### src/rtl/dmem_access_ctrl_if.sv
// Data-memory request/acknowledge bus between the access controller (master) and the memory (slave).
// Pure wiring: no latency. The master holds request/address/data until the slave returns a one-cycle ack.
interface dmem_access_ctrl_if #(
    parameter int DATA_W = 32
);
    logic              mem_req_o;
    logic              mem_we_o;
    logic [DATA_W-1:0] mem_addr_o;
    logic [DATA_W-1:0] mem_wdata_o;
    logic              mem_ack_i;
    logic [DATA_W-1:0] mem_rdata_i;

    modport master (
        output mem_req_o,
        output mem_we_o,
        output mem_addr_o,
        output mem_wdata_o,
        input  mem_ack_i,
        input  mem_rdata_i
    );

    modport slave (
        input  mem_req_o,
        input  mem_we_o,
        input  mem_addr_o,
        input  mem_wdata_o,
        output mem_ack_i,
        output mem_rdata_i
    );
endinterface

### src/rtl/dmem_access_ctrl.sv
// Sequences the EX/MEM load/store onto a multi-cycle data memory; optional watchdog via MEM_TIMEOUT_EN.
// Latency: ack in the k-th ACCESS cycle -> stall for k+1 cycles, DONE one cycle later.
// Backpressure: stall_o freezes the pipeline from op detection until DONE; the memory throttles via ack.
module dmem_access_ctrl #(
    parameter int DATA_W         = 32,
    parameter int TIMEOUT_CYCLES = 16,
    parameter int CNT_W          = 32
) (
    input  logic                 clk_i,
    input  logic                 rst_i,
    input  logic                 memRead_i,
    input  logic                 memWrite_i,
    input  logic [DATA_W-1:0]    addr_i,
    input  logic [DATA_W-1:0]    wdata_i,
    dmem_access_ctrl_if.master   mem,
    output logic [DATA_W-1:0]    rdata_o,
    output logic                 stall_o,
    output logic                 err_o,
    output logic [CNT_W-1:0]     stallCnt_o
);

    typedef enum logic [1:0] {
        S_IDLE   = 2'd0,
        S_ACCESS = 2'd1,
        S_DONE   = 2'd2
    } state_t;

    state_t             r_state;
    logic               r_req;
    logic               r_we;
    logic [DATA_W-1:0]  r_addr;
    logic [DATA_W-1:0]  r_wdata;
    logic [DATA_W-1:0]  r_rdata;
    logic [CNT_W-1:0]   r_cnt;

    logic               w_op;
    logic               w_stall;
    logic               w_timeout;

`ifdef MEM_TIMEOUT_EN
    localparam int TMO_W = (TIMEOUT_CYCLES > 2) ? $clog2(TIMEOUT_CYCLES) : 1;
    logic [TMO_W-1:0]   r_tmo;
    logic               r_err;

    // The ack has priority: expiry only counts when no ack arrives on the last cycle.
    assign w_timeout = (r_state == S_ACCESS) && !mem.mem_ack_i &&
                       (r_tmo == TMO_W'(TIMEOUT_CYCLES - 1));
    assign err_o     = r_err;
`else
    assign w_timeout = 1'b0;
    assign err_o     = 1'b0;
`endif

    assign w_op = memRead_i | memWrite_i;

    // Stall in IDLE is combinational so the op is frozen in EX/MEM on the very cycle it appears;
    // gating with reset keeps every output low while reset is held.
    assign w_stall = rst_i && (((r_state == S_IDLE) && w_op) || (r_state == S_ACCESS));

    always_ff @(posedge clk_i or negedge rst_i) begin
        if (!rst_i) begin
            r_state <= S_IDLE;
            r_req   <= 1'b0;
            r_we    <= 1'b0;
            r_addr  <= '0;
            r_wdata <= '0;
            r_rdata <= '0;
            r_cnt   <= '0;
`ifdef MEM_TIMEOUT_EN
            r_tmo   <= '0;
            r_err   <= 1'b0;
`endif
        end else begin
            if (w_stall && (r_cnt != {CNT_W{1'b1}})) begin
                r_cnt <= r_cnt + CNT_W'(1);
            end

            case (r_state)
                S_IDLE: begin
`ifdef MEM_TIMEOUT_EN
                    r_err <= 1'b0;
                    r_tmo <= '0;
`endif
                    if (w_op) begin
                        r_addr  <= addr_i;
                        r_wdata <= wdata_i;
                        r_we    <= memWrite_i;
                        r_req   <= 1'b1;
                        r_state <= S_ACCESS;
                    end
                end

                S_ACCESS: begin
                    if (mem.mem_ack_i) begin
                        r_req   <= 1'b0;
                        r_state <= S_DONE;
                        if (!r_we) begin
                            r_rdata <= mem.mem_rdata_i;
                        end
                    end else if (w_timeout) begin
                        r_req   <= 1'b0;
                        r_state <= S_DONE;
`ifdef MEM_TIMEOUT_EN
                        r_err   <= 1'b1;
`endif
                    end
`ifdef MEM_TIMEOUT_EN
                    else begin
                        r_tmo <= r_tmo + TMO_W'(1);
                    end
`endif
                end

                // The op is deliberately not sampled here: EX/MEM still holds the finished access.
                S_DONE: begin
`ifdef MEM_TIMEOUT_EN
                    r_err <= 1'b0;
`endif
                    r_state <= S_IDLE;
                end

                default: begin
                    r_req   <= 1'b0;
                    r_state <= S_IDLE;
                end
            endcase
        end
    end

    assign mem.mem_req_o   = r_req;
    assign mem.mem_we_o    = r_we;
    assign mem.mem_addr_o  = r_addr;
    assign mem.mem_wdata_o = r_wdata;
    assign rdata_o         = r_rdata;
    assign stall_o         = w_stall;
    assign stallCnt_o      = r_cnt;

endmodule

### src/flat_wrapper.sv
// flat-port wrapper written by rule: the top's interface ports become plain ports
module dmem_access_ctrl_flat 
#(
    parameter int DATA_W         = 32,
    parameter int TIMEOUT_CYCLES = 16,
    parameter int CNT_W          = 32
)
  (clk_i, rst_i, memRead_i, memWrite_i, addr_i, wdata_i, rdata_o, stall_o, err_o, stallCnt_o, mem_mem_req_o, mem_mem_we_o, mem_mem_addr_o, mem_mem_wdata_o, mem_mem_ack_i, mem_mem_rdata_i);
  dmem_access_ctrl_if #(.DATA_W(DATA_W)) mem_i ();
  input  logic clk_i;
  input  logic rst_i;
  input  logic memRead_i;
  input  logic memWrite_i;
  input  logic [DATA_W-1:0] addr_i;
  input  logic [DATA_W-1:0] wdata_i;
  output logic [DATA_W-1:0] rdata_o;
  output logic stall_o;
  output logic err_o;
  output logic [CNT_W-1:0] stallCnt_o;
  output wire logic [$bits(mem_i.mem_req_o)-1:0] mem_mem_req_o;
  output wire logic [$bits(mem_i.mem_we_o)-1:0] mem_mem_we_o;
  output wire logic [$bits(mem_i.mem_addr_o)-1:0] mem_mem_addr_o;
  output wire logic [$bits(mem_i.mem_wdata_o)-1:0] mem_mem_wdata_o;
  input wire logic [$bits(mem_i.mem_ack_i)-1:0] mem_mem_ack_i;
  input wire logic [$bits(mem_i.mem_rdata_i)-1:0] mem_mem_rdata_i;
  assign mem_mem_req_o = mem_i.mem_req_o;
  assign mem_mem_we_o = mem_i.mem_we_o;
  assign mem_mem_addr_o = mem_i.mem_addr_o;
  assign mem_mem_wdata_o = mem_i.mem_wdata_o;
  assign mem_i.mem_ack_i = mem_mem_ack_i;
  assign mem_i.mem_rdata_i = mem_mem_rdata_i;
  dmem_access_ctrl #(.DATA_W(DATA_W), .TIMEOUT_CYCLES(TIMEOUT_CYCLES), .CNT_W(CNT_W)) u_core (.clk_i(clk_i), .rst_i(rst_i), .memRead_i(memRead_i), .memWrite_i(memWrite_i), .addr_i(addr_i), .wdata_i(wdata_i), .mem(mem_i), .rdata_o(rdata_o), .stall_o(stall_o), .err_o(err_o), .stallCnt_o(stallCnt_o));
endmodule
### config.mk
export PLATFORM = sky130hd
export DESIGN_NAME = dmem_access_ctrl_flat
export DESIGN_NICKNAME = d
export VERILOG_FILES = /design/src/rtl/dmem_access_ctrl_if.sv /design/src/rtl/dmem_access_ctrl.sv /design/src/flat_wrapper.sv
export SDC_FILE = /design/constraint.sdc
export NUM_CORES = 1
export LEC_CHECK = 0
export CAP_MARGIN = 5
export CORE_MARGIN = 8
export CORE_UTILIZATION = 38
export CTS_CLUSTER_SIZE = 30
export DETAILED_ROUTE_END_ITERATION = 8
export GPL_TIMING_DRIVEN = 0
export PLACE_DENSITY_LB_ADDON = 0.2
export SETUP_SLACK_MARGIN = 0.05
export SLEW_MARGIN = 5
export SYNTH_ARGS = -nofsm -noshare
export SYNTH_HDL_FRONTEND = slang
export SYNTH_SLANG_ARGS = --single-unit
### constraint.sdc
create_clock -name clk_i -period 5.9 [get_ports clk_i]
set_clock_uncertainty 0.15 [all_clocks]
set_input_delay 0.885 -clock clk_i [delete_from_list [all_inputs] [get_ports clk_i]]
set_output_delay 0.885 -clock clk_i [all_outputs]
set_load 0.02 [all_outputs]
Word-level counts from Yosys, hierarchy flattened
Cells that the tools add are included.
Word-level totals
  flip-flop bits (word level): 132
  bits of input ports: 101
  output and inout port bits: 132
  word-level logic and storage cells: 31
Operators by class
  add/sub/neg operators: 1
  equality and inequality tests: 5
  mux-type cells: 6
  bitwise logic cells: 3
  reductions and logical operators: 9
Operator list (number)
  32-bit by 1-bit adder with 32-bit output (second input constant): 1
  32-bit != test (second input constant): 1
  3-bit AND reduction: 2
  2-bit two-way mux: 2
  2-bit one-hot mux with 2 select lines: 1
  2-bit AND reduction: 2
  1-bit logical AND: 3
  1-bit one-hot mux with 3 select lines: 1
  2-bit by 1-bit == test with 1-bit output (second input constant): 1
  2-bit == test (second input constant): 1
  2-bit logical NOT: 1
  1-bit two-way mux: 2
  2-bit by 1-bit != test with 1-bit output (second input constant): 1
  2-bit != test (second input constant): 1
  1-bit NOT: 2
  1-bit logical OR: 1
  1-bit bitwise OR: 1

Logic depth before layout (Yosys ltp)
  depth in word-level cells: 5
  gate-level depth with buffers: 7
  gate-level depth less buffers: 6

Least setup slack after synthesis
OpenSTA, ideal clock, no wires.
  path kind: input-to-output
  start point: input port memWrite_i
  end point: output port stall_o
  data arrival time: 1.598 ns
  required time: 4.865 ns
  slack: 3.267 ns
  stages on the path: 2
  buffers on the path: 0
  cell sequence: nor3_1 -> nor3b_1
Between the ends
  longest elaborated chain between the ends: 4
Ends and longest elaborated chain
  from (decl): RTL line flat_wrapper.sv:13  | input logic memWrite_i;
  1-bit bitwise OR: RTL line dmem_access_ctrl.sv:54  | assign w_op = memRead_i | memWrite_i;
  1-bit logical AND: RTL line dmem_access_ctrl.sv:58  | assign w_stall = rst_i && (((r_state == S_IDLE) && w_op) || (r_state == S_ACCESS));
  1-bit logical OR: RTL line dmem_access_ctrl.sv:58
  1-bit logical AND: RTL line dmem_access_ctrl.sv:58
  to (decl): RTL line flat_wrapper.sv:17  | output logic stall_o;
No other way between the ends.

Worst setup path after layout
  start point: input port rst_i
  end point: output port stall_o
Between the ends
  longest elaborated chain between the ends: 1
Ends and longest elaborated chain
  from (decl): RTL line flat_wrapper.sv:11  | input logic rst_i;
  1-bit logical AND: RTL line dmem_access_ctrl.sv:58
No other way between the ends.

==> results_dict.tcl <==
set metrics [dict create \
    fp.dieW_um 134.6 \
    ios 233 \
    slew_headroom 0.5425 \
    overflow 0 \
    port_buffers 231 \
    hold_class "input port to async pin" \
    critPathCaptureType "primary output" \
    synth_seq_area_share 0.6183 \
    first_iter_violations 186 \
    worstPathMaxFanout 95 \
    required_ps 4870 \
    finalNetCount 722 \
    arrival_ps 2880 \
    min_period_ps 3910 \
    start_util 0.3864 \
    rsz0062_at_grt "no" \
    vias 4001 \
    clk_pin_slew_ps 60 \
    vias_per_cell 4.927 \
    startpoint_type "input port" \
    final_common_cell "clkdlybuf4s50_1" \
    finalWeightedCongestion 0.7939 \
    place_hpwl_mm 11.63 \
    slew_violations 0 \
    setup_viol 0 \
    dr.pass1.iters 4 \
    grt_pass1_vias 4415 \
    finalCritPeriodShare 0.6628 \
    status "completed" \
    ant_nets 0 \
    place_area_mm2 0.007909 \
    cts_root_buffer "clkbuf_16" \
    ys_types 45 \
    power-per-cell-area_mw_per_mm2 529.8 \
    wl_mm 15.24 \
    synth_top_area_frac 0.6183 \
    yosys_warnings 0 \
    avgSynthCellArea_um2 14.48 \
    final_cell_mix "clkdlybuf4s50_1 (230), dfrtp_1 (132), mux2_2 (94)" \
    clockBufferDepth 2 \
    drcViolationCount 0 \
    grt_max_degree 96 \
    fill_cells 1102 \
    clock-sinks 132 \
    clk_latency_ps 410 \
    rows 43 \
    p_leak_nw 3.470 \
    die_h_um 134.6 \
    drive_above_1_share 0.2342 \
    synthCells 369 \
    ys_async_sr_fraction 1.000 \
    antenna_cells 0 \
    finish.instance_area_mm2 0.008462 \
    fp.coreArea_mm2 0.01383 \
    track_usage 0.1730 \
    cts.repair.resized 0 \
    wl_per_cell_um 18.77 \
    antenna_found_initial 0 \
    yosysTopAreaCell "dfrtp_1" \
    cts_buffers 17 \
    fin_setup_tns_ps 0 \
    synth_edf_count 0 \
    area_delta_synth_final_pct 58.38 \
    die_area_mm2 0.01811 \
    synthesis.nets 471 \
    cts_tree "done" \
    peakVddDrop_v 0.0002940 \
    htreeDepth 4 \
    finalHoldViolCount 0 \
    critPathKind "input port to primary output" \
    drv_cap 0 \
    cts_setup_buffers 0 \
    fmax_mhz 255.7 \
    cts_hold_buf 0 \
    syn_area_mm2 0.005343 \
    ys.flop_type "dfrtp_1" \
    worst-slew-pin-transition_ps 681.0 \
    synth_area_leaders "dfrtp_1 (62%), mux2_2 (20%), xnor2_1 (3.6%)" \
    grt_pass1_wl_mm 24.14 \
    ys_ff_latch 132 \
]
==> synth_stat cells, drive strengths merged, types with 2 or more instances <==
| library cell | number |
|---|---|
| o211ai | 2 |
| nand4 | 20 |
| nor2 | 6 |
| dfrtp | 132 |
| xnor2 | 22 |
| buf | 10 |
| nand3 | 15 |
| nand2 | 10 |
| and4 | 2 |
| a21oi | 6 |
| and2 | 2 |
| inv | 2 |
| nor3b | 2 |
| and3 | 5 |
| or2 | 2 |
| xor2 | 5 |
| o21a | 2 |
| clkbuf | 3 |
| nor3 | 7 |
| mux2 | 97 |
| nor4 | 2 |
==> state kept, by name (all words and copies together), names as in the netlist <==
| register | count |
|---|---|
| u_core.mem.mem_addr_o | 32 |
| u_core.mem.mem_wdata_o | 32 |
| u_core.rdata_o | 32 |
| u_core.stallCnt_o | 32 |
| u_core.r_state | 2 |
| u_core.mem.mem_req_o | 1 |
| u_core.mem.mem_we_o | 1 |
==> area by class of cell <==
| class | instances | area, um^2 | area share |
|---|---|---|---|
| sequential | 132 | 3303 | 0.3904 |
| buffer | 13 | 63.81 | 0.007541 |
| inverter | 2 | 7.507 | 0.0008872 |
| timing repair buffer | 232 | 2341 | 0.2767 |
| tap | 180 | 225.2 | 0.02662 |
| multi-input combinational | 222 | 1968 | 0.2326 |
| clock buffer | 21 | 470.5 | 0.05560 |
| clock inverter | 10 | 82.58 | 0.009759 |
==> where the power goes <==
group	total, mW	internal (mW)	switching [mW]
Clock	0.981	0.605	0.376
Sequential	1.50	1.28	0.216
Combinational	2.01	1.07	0.939
Total	4.48	2.95	1.53
==> critical path: stages <==
cell and delay [ps]:
buf_6 320, buf_16 380, nor3b_1 450, clkdlybuf4s50_1 700
==> cell families after synthesis <==
kind of cell | share of synthesized area
flops | 0.6183
buf+inv | 0.01335
simple gates | 0.09415
compound gates | 0.02178
mux | 0.2052
xor+xnor | 0.04426
other cells | 0.0007019
fa+ha+maj | 0.002342
==> path summary, 6_finish.rpt <==
kind / cells past startpoint / endpoint / from / slack, ps
worst max-delay path: 4 / stall_o / rst_i / 1990
max in group asynchronous: 2 / u_core.stallCnt_o[1]$_DFFE_PN0P_ / rst_i / 4540
min in group clk_i: 1 / u_core.rdata_o[2]$_DFFE_PN0P_ / u_core.rdata_o[2]$_DFFE_PN0P_ / 340
worst max register to register: 6 / u_core.stallCnt_o[1]$_DFFE_PN0P_ / u_core.stallCnt_o[0]$_DFFE_PN0P_ / 3770
worst min register to register: 1 / u_core.rdata_o[2]$_DFFE_PN0P_ / u_core.rdata_o[2]$_DFFE_PN0P_ / 340
worst min-delay path: 1 / u_core.stallCnt_o[30]$_DFFE_PN0P_ / rst_i / 230
==> metal layers <==
layer / GRT usage / up-vias / share of wire
met1: 0.1824 / 1971 / 0.37
li1: - / 1837 / -
met4: 0.06051 / 0 / 0.017
met3: 0.09398 / 20 / 0.11
met2: 0.2876 / 173 / 0.50
met5: 0 / - / 0
==> metrics by stage <==
step	instances	hold WS [ps]	worst slack, ps	total power, mW	utilization
4_1_cts	812	225.6	1994	4.547	0.6120
5_1_grt	812	241.7	1796	4.722	0.6120
3_5_place_dp	781	331.0	1987	3.538	0.5720
3_3_place_gp	780	314.6	-2251	3.486	0.5699
6_report	812	228.2	1990	4.483	0.6120
2_1_floorplan	369	405.1	3267	2.504	-
No activity file was read; power rests on OpenSTA's default activity.
==> patch 1: new RTL, config.mk and constraints unchanged <==
Reset style: synchronous (`rst_i`), changed in one clocked block.
--- a/src/rtl/dmem_access_ctrl.sv
+++ b/src/rtl/dmem_access_ctrl.sv
@@ -57,7 +57,7 @@
     // gating with reset keeps every output low while reset is held.
     assign w_stall = rst_i && (((r_state == S_IDLE) && w_op) || (r_state == S_ACCESS));
 
-    always_ff @(posedge clk_i or negedge rst_i) begin
+    always_ff @(posedge clk_i) begin
         if (!rst_i) begin
             r_state <= S_IDLE;
             r_req   <= 1'b0;
Function: differs if rst_i is asserted again (counterexample within 4 cycles, from zero or initial values and one cycle with rst_i low); with rst_i held inactive, the same outputs for 10 cycles.
==> patch 1 against the original RTL <==
  * Routed wire length increased by 15%
  * Area after synthesis down 4.0%
  * Cell area is 2.7% lower
  * Setup slack got worse by 0.064 ns
  * Maximum frequency fell by 1.6%
  * Sequential cell count unchanged
  * Synthesized cell count up 73%
  * First-iteration DRC count grew 11%
Power is not compared: it rests on default switching activity, and its combinational part moved more than twofold at a synthesized area within 25%.
==> patch 1: results (changes against the original RTL) <==
* Reg2reg end: u_core.stallCnt_o[9]
* RD Place Congestion at 0.796 (+0.25%)
* Multi-input logic cell count at 461 (+110%)
* Global-route wire length before repair at 27900 um (+16%)
* Placed Instances at 1043 (+34%)
* Die Wd at 132 um (-1.8%)
* Count of buffers from port buffering at 230 (-0.43%)
* Number of global-route vias before repair at 5377 (+22%)
* Multi-input logic area at 2300 um2 (+17%)
* Initial DRC count at 206 (+11%)
* NonClk Buf Share at 30.1% (+1.7 points)
* CTS H-tree depth at 4 (unchanged)
* PnR worst setup slack at 1.93 ns (-0.0642 ns)
* Vias per cell at 4.94 (+0.29%)
* Post-synth ARST share at 0% (-100 points)
* Slowest-stage cell, CP: clkdlybuf4s50_1
* Worst Hold Class: flop to flop
* Largest net degree at the start of global routing at 17 (-82%)
* Overall Global Routing Usage at 19.8% (+2.5 points)
* Synth area leaders: dfxtp_1 (52%), nand2_1 (16%), a21oi_1 (11%)
* # fillers at 1097 (-0.45%)
* Worst reg-to-reg setup slack at 3.51 ns (-0.26 ns)
* Non-filler instance count after layout at 1075 (+32%)
* Post-Synthesis Cells at 637 (+73%)
* CP max FO at 10 (-89%)
* Cell Area, Placed at 7650 um2 (-3.3%)
* DPL Wire Length at 13500 um (+16%)
* Post-Syn Nets at 739 (+57%)
* Crit path DAT at 2.94 ns (+0.06 ns)
* Routed WL at 17500 um (+15%)
* Logic inverters at 3 (+1)
* Clock buffer cells at 22 (+4.8%)
* Final-layout clock-cell area share at 7.04% (+0.50 points)
* Clock slew at reported path FFs at 0.06 ns (about the same)
* Layout cell share with drive strength beyond 1 at 5.34% (-18 points)
* Post-synth top cells: nand2_1 (220), dfxtp_1 (132), a21oi_1 (114), clkbuf_1 (35), nand3_1 (15)
* Reg2reg start: u_core.stallCnt_o[12]
* Status: finished, final reports clean
* Fin Hold WS at 0.303 ns (+0.0749 ns)
* Max stage delay on crit path at 0.62 ns (-0.08 ns)
* Non-Clock Buffer Count at 271 (+11%)
* Reg area at 2640 um2 (-20%)
* Slew @ Worst Pin at 0.614 ns (-0.0666 ns)
* Nets@finish at 988 (+37%)
* Top FF cell, synth: dfxtp_1
[patch 1: cell count changes in the layout (fill, tap and decap cells not counted), sizes merged, moves of 6 or more]
cell / unedited run / this run
or3: 1 / 12
xnor2: 22 / 0
mux2i: 0 / 7
nand4: 20 / 11
o21ai: 1 / 17
or4: 0 / 7
clkbuf: 24 / 57
dfxtp: 0 / 132
a21oi: 6 / 115
mux2: 97 / 0
nand2: 10 / 220
nor2: 6 / 12
dfrtp: 132 / 0
buf: 12 / 6
[patch 1: where the power goes]
part / total [W] / switching [W] / leakage (nW) / internal, W
Combinational: 0.000387 / 0.000205 / 1.64 / 0.000182
Sequential: 0.000973 / 0.0000302 / 1.08 / 0.000943
Clock: 0.00103 / 0.000380 / 0.285 / 0.000650
[patch 1: kinds of logic (layout without fill, tap and decap cells)]
family | after synthesis | count (layout) | synth area share (%)
AO/OA/AOI/OAI | 149 | 149 | 16.2
multiplexers | 7 | 7 | 1.37
other | 1 | 1 | 0.0731
buffers and inverters | 44 | 306 | 3.64
flip-flops | 132 | 132 | 51.5
adder cells (fa/ha/maj) | 1 | 1 | 0.244
AND/OR/NAND/NOR | 301 | 301 | 26.6
XOR/XNOR | 2 | 2 | 0.342
[patch 1: routing by layer]
metal | part of all wire, % | wire length (um) | GRT usage (%)
met1 | 40 | 6990 | 20.8
met2 | 48 | 8320 | 33.0
met3 | 10 | 1810 | 10.3
met4 | 2.1 | 366 | 8.20
met5 | 0 | 0 | 0
[patch 1: worst max-delay path by stage]
stage / cells past startpoint / to / start
2_1_floorplan: 4 / stall_o / rst_i
3_3_place_gp: 5 / stall_o / memWrite_i
3_5_place_dp: 5 / stall_o / memWrite_i
4_1_cts: 5 / stall_o / memWrite_i
5_1_grt: 5 / stall_o / memWrite_i
6_report: 5 / stall_o / memWrite_i
==> patch 2: new RTL, same settings <==
Without the edit above. `DATA_W` is set to 32 in 3 places; all go to 64.
--- a/src/rtl/dmem_access_ctrl_if.sv
+++ b/src/rtl/dmem_access_ctrl_if.sv
@@ -1,7 +1,7 @@
 // Data-memory request/acknowledge bus between the access controller (master) and the memory (slave).
 // Pure wiring: no latency. The master holds request/address/data until the slave returns a one-cycle ack.
 interface dmem_access_ctrl_if #(
-    parameter int DATA_W = 32
+    parameter int DATA_W = 64
 );
     logic              mem_req_o;
     logic              mem_we_o;
--- a/src/rtl/dmem_access_ctrl.sv
+++ b/src/rtl/dmem_access_ctrl.sv
@@ -2,7 +2,7 @@
 // Latency: ack in the k-th ACCESS cycle -> stall for k+1 cycles, DONE one cycle later.
 // Backpressure: stall_o freezes the pipeline from op detection until DONE; the memory throttles via ack.
 module dmem_access_ctrl #(
-    parameter int DATA_W         = 32,
+    parameter int DATA_W         = 64,
     parameter int TIMEOUT_CYCLES = 16,
     parameter int CNT_W          = 32
 ) (
--- a/src/flat_wrapper.sv
+++ b/src/flat_wrapper.sv
@@ -1,7 +1,7 @@
 // flat-port wrapper written by rule: the top's interface ports become plain ports
 module dmem_access_ctrl_flat 
 #(
-    parameter int DATA_W         = 32,
+    parameter int DATA_W         = 64,
     parameter int TIMEOUT_CYCLES = 16,
     parameter int CNT_W          = 32
 )
Ports: changed (6 resized); port bits go from 233 to 425. No check against the original RTL was run, so the function may have changed too.
==> patch 2 against the original RTL <==
  * Non-clock buffer count up 205
  * Sequential cell count grew 96
  * Setup slack lost 0.43 ns
  * Total power is 81% higher
  * Area after synthesis grew 67%
  * Sequential share of layout area rose by 0.39 points
  * Routed wire length up 85%
  * Cell area increased by 71%
  * Utilization increased by 1.0 points
  * Synthesized cell count up 57%
  * Count of clock-buffer cells in the layout is 21 higher
  * Largest cell class unchanged
==> patch 2: results (changes against the original RTL) <==
* Status: finished, final reports clean
* Fin area at 14500 um2 (+71%)
* Number of global-route vias before repair at 6933 (+57%)
* EDFF count, synth at 0 (unchanged)
* Non-filler instance count after layout at 1372 (+69%)
* Switching share of power at 34.9% (+0.76 points)
* Postcts setup bufs at 0 (unchanged)
* Worst Hold Class: flop to flop
* DPL Wire Length at 22000 um (+89%)
* First-pass DRT Iterations at 4 (unchanged)
* Largest net degree at the start of global routing at 113 (+18%)
* Placed Instances at 1325 (+70%)
* CTS H-tree depth at 1 (-3)
* Post-Synthesis Cells at 581 (+57%)
* Post-Syn Nets at 779 (+65%)
* Fin Hold WS at 0.345 ns (+0.117 ns)
* Post-CTS Hold Buffers at 1 (+1)
* Overall Global Routing Usage at 19.1% (+1.8 points)
* Sequential share of the synthesized area at 63.9% (+2.1 points)
* Worst reg-to-reg setup slack at 3.55 ns (-0.22 ns)
* Pleak at 6.02 nW (+74%)
* Maximum vdd drop at 0.000316 V (+7.5%)
* Global-route wire length before repair at 42200 um (+75%)
* Max stage delay on crit path at 0.63 ns (-0.07 ns)
* Antenna violations before repair at 2 (+2)
* Synth area leaders: dfrtp_1 (64%), mux2_2 (24%), xor2_1 (1.8%)
* Maximum clock insertion buffer count at 3 (+1)
* Met1 usage at 20.9% (+2.7 points)
* # fillers at 1825 (+66%)
* Global Route met3 Usage at 7.98% (-1.4 points)
* Distinct cell type count of the synthesized netlist at 42 (-6.7%)
* Inserted Clock Buffers at 26 (+9)
* Clock slew at reported path FFs at 0.05 ns
* Detailed-route via count at 6520 (+63%)
* Crit path DAT at 3.30 ns (+0.42 ns)
* Skew-Pair Late Insertion Delay at 0.51 ns (+0.10 ns)
* Final Max Tran Viols at 0 (unchanged)
* RD Place Congestion at 0.782 (-1.4%)
* Initial DRC count at 249 (+34%)
* Power share of the sequential group at 33.0% (-0.4 points)
* Worst R2R Path Depth at 5 (-1)
* Routed WL at 28200 um (+85%)
* Worst slew margin relative to its limit at 59.7% (+5.4 points)
* # resized after CTS at 0 (unchanged)
* Layout cell share with drive strength beyond 1 at 25.5% (+2.0 points)
* CP max FO at 112 (+18%)
* Count of buffers from port buffering at 423 (+83%)
* Post-synth top cells: dfrtp_1 (228), mux2_2 (192), xor2_1 (18), buf_2 (17)
* Nets@finish at 1233 (+71%)
* Met2 Usage GRT at 33.4% (+4.6 points)
[patch 2: path summary, 6_finish.rpt]
check | from | to
setup / recovery | rst_i | stall_o
hold reg to reg | u_core.mem.mem_req_o | u_core.mem.mem_req_o
setup reg to reg | u_core.r_state[1] | u_core.mem.mem_wdata_o[18]
max in group asynchronous | rst_i | u_core.mem.mem_wdata_o[29]
hold / removal | u_core.mem.mem_req_o | u_core.mem.mem_req_o
min in group asynchronous | rst_i | u_core.stallCnt_o[22]
[patch 2: kinds of logic after synthesis]
logic type	after synthesis	share of synthesized area [%]
flops	228	63.9
compound gates	16	1.32
simple gates	89	6.20
fa+ha+maj	1	0.140
mux	193	24.4
xor+xnor	27	2.65
other cells	1	0.0420
buf+inv	26	1.37
[patch 2: cell type report]
| type | instances | share of cell area, % |
|---|---|---|
| clock buffer | 42 | 5.68 |
| sequential | 228 | 39.4 |
| buffer | 24 | 0.796 |
| inverter | 2 | 0.0519 |
| tap | 319 | 2.76 |
| timing repair buffer | 426 | 29.7 |
| clock inverter | 4 | 0.138 |
| multi-input combinational | 327 | 21.4 |
[patch 2: power by group through the flow]
| stage | clock [W] | sequential [W] | combinational [W] |
|---|---|---|---|
| global route | 0.00167 | 0.00277 | 0.00408 |
| floorplan | 0 | 0.00356 | 0.00104 |
| global placement | 0 | 0.00267 | 0.00391 |
| detailed placement | 0 | 0.00270 | 0.00394 |
| finish | 0.00155 | 0.00267 | 0.00388 |
| CTS | 0.00161 | 0.00268 | 0.00395 |
[patch 2: routing by layer]
layer | routed length [um] | vias up
li1 | - | 2975
met1 | 10200 | 3208
met2 | 14300 | 286
met3 | 2970 | 47
met4 | 740 | 4
met5 | 22 | -
[patch 2: per-stage QoR]
step,setup slack (ns),total power [W]
after floorplan,3.46,0.00460
after global placement,-6.44,0.00658
after detailed placement,2.09,0.00663
after CTS,1.50,0.00824
after global routing,1.32,0.00853
final,1.56,0.00811
[patch 2: worst register-to-register path, delay by kind of cell (launching register included)]
family / cells / cell delay [ns]
AO/OA/AOI/OAI: 1 / 0.27
buffers and inverters: 2 / 0.84
flip-flops: 1 / 0.40
multiplexers: 1 / 0.38
AND/OR/NAND/NOR: 1 / 0.19
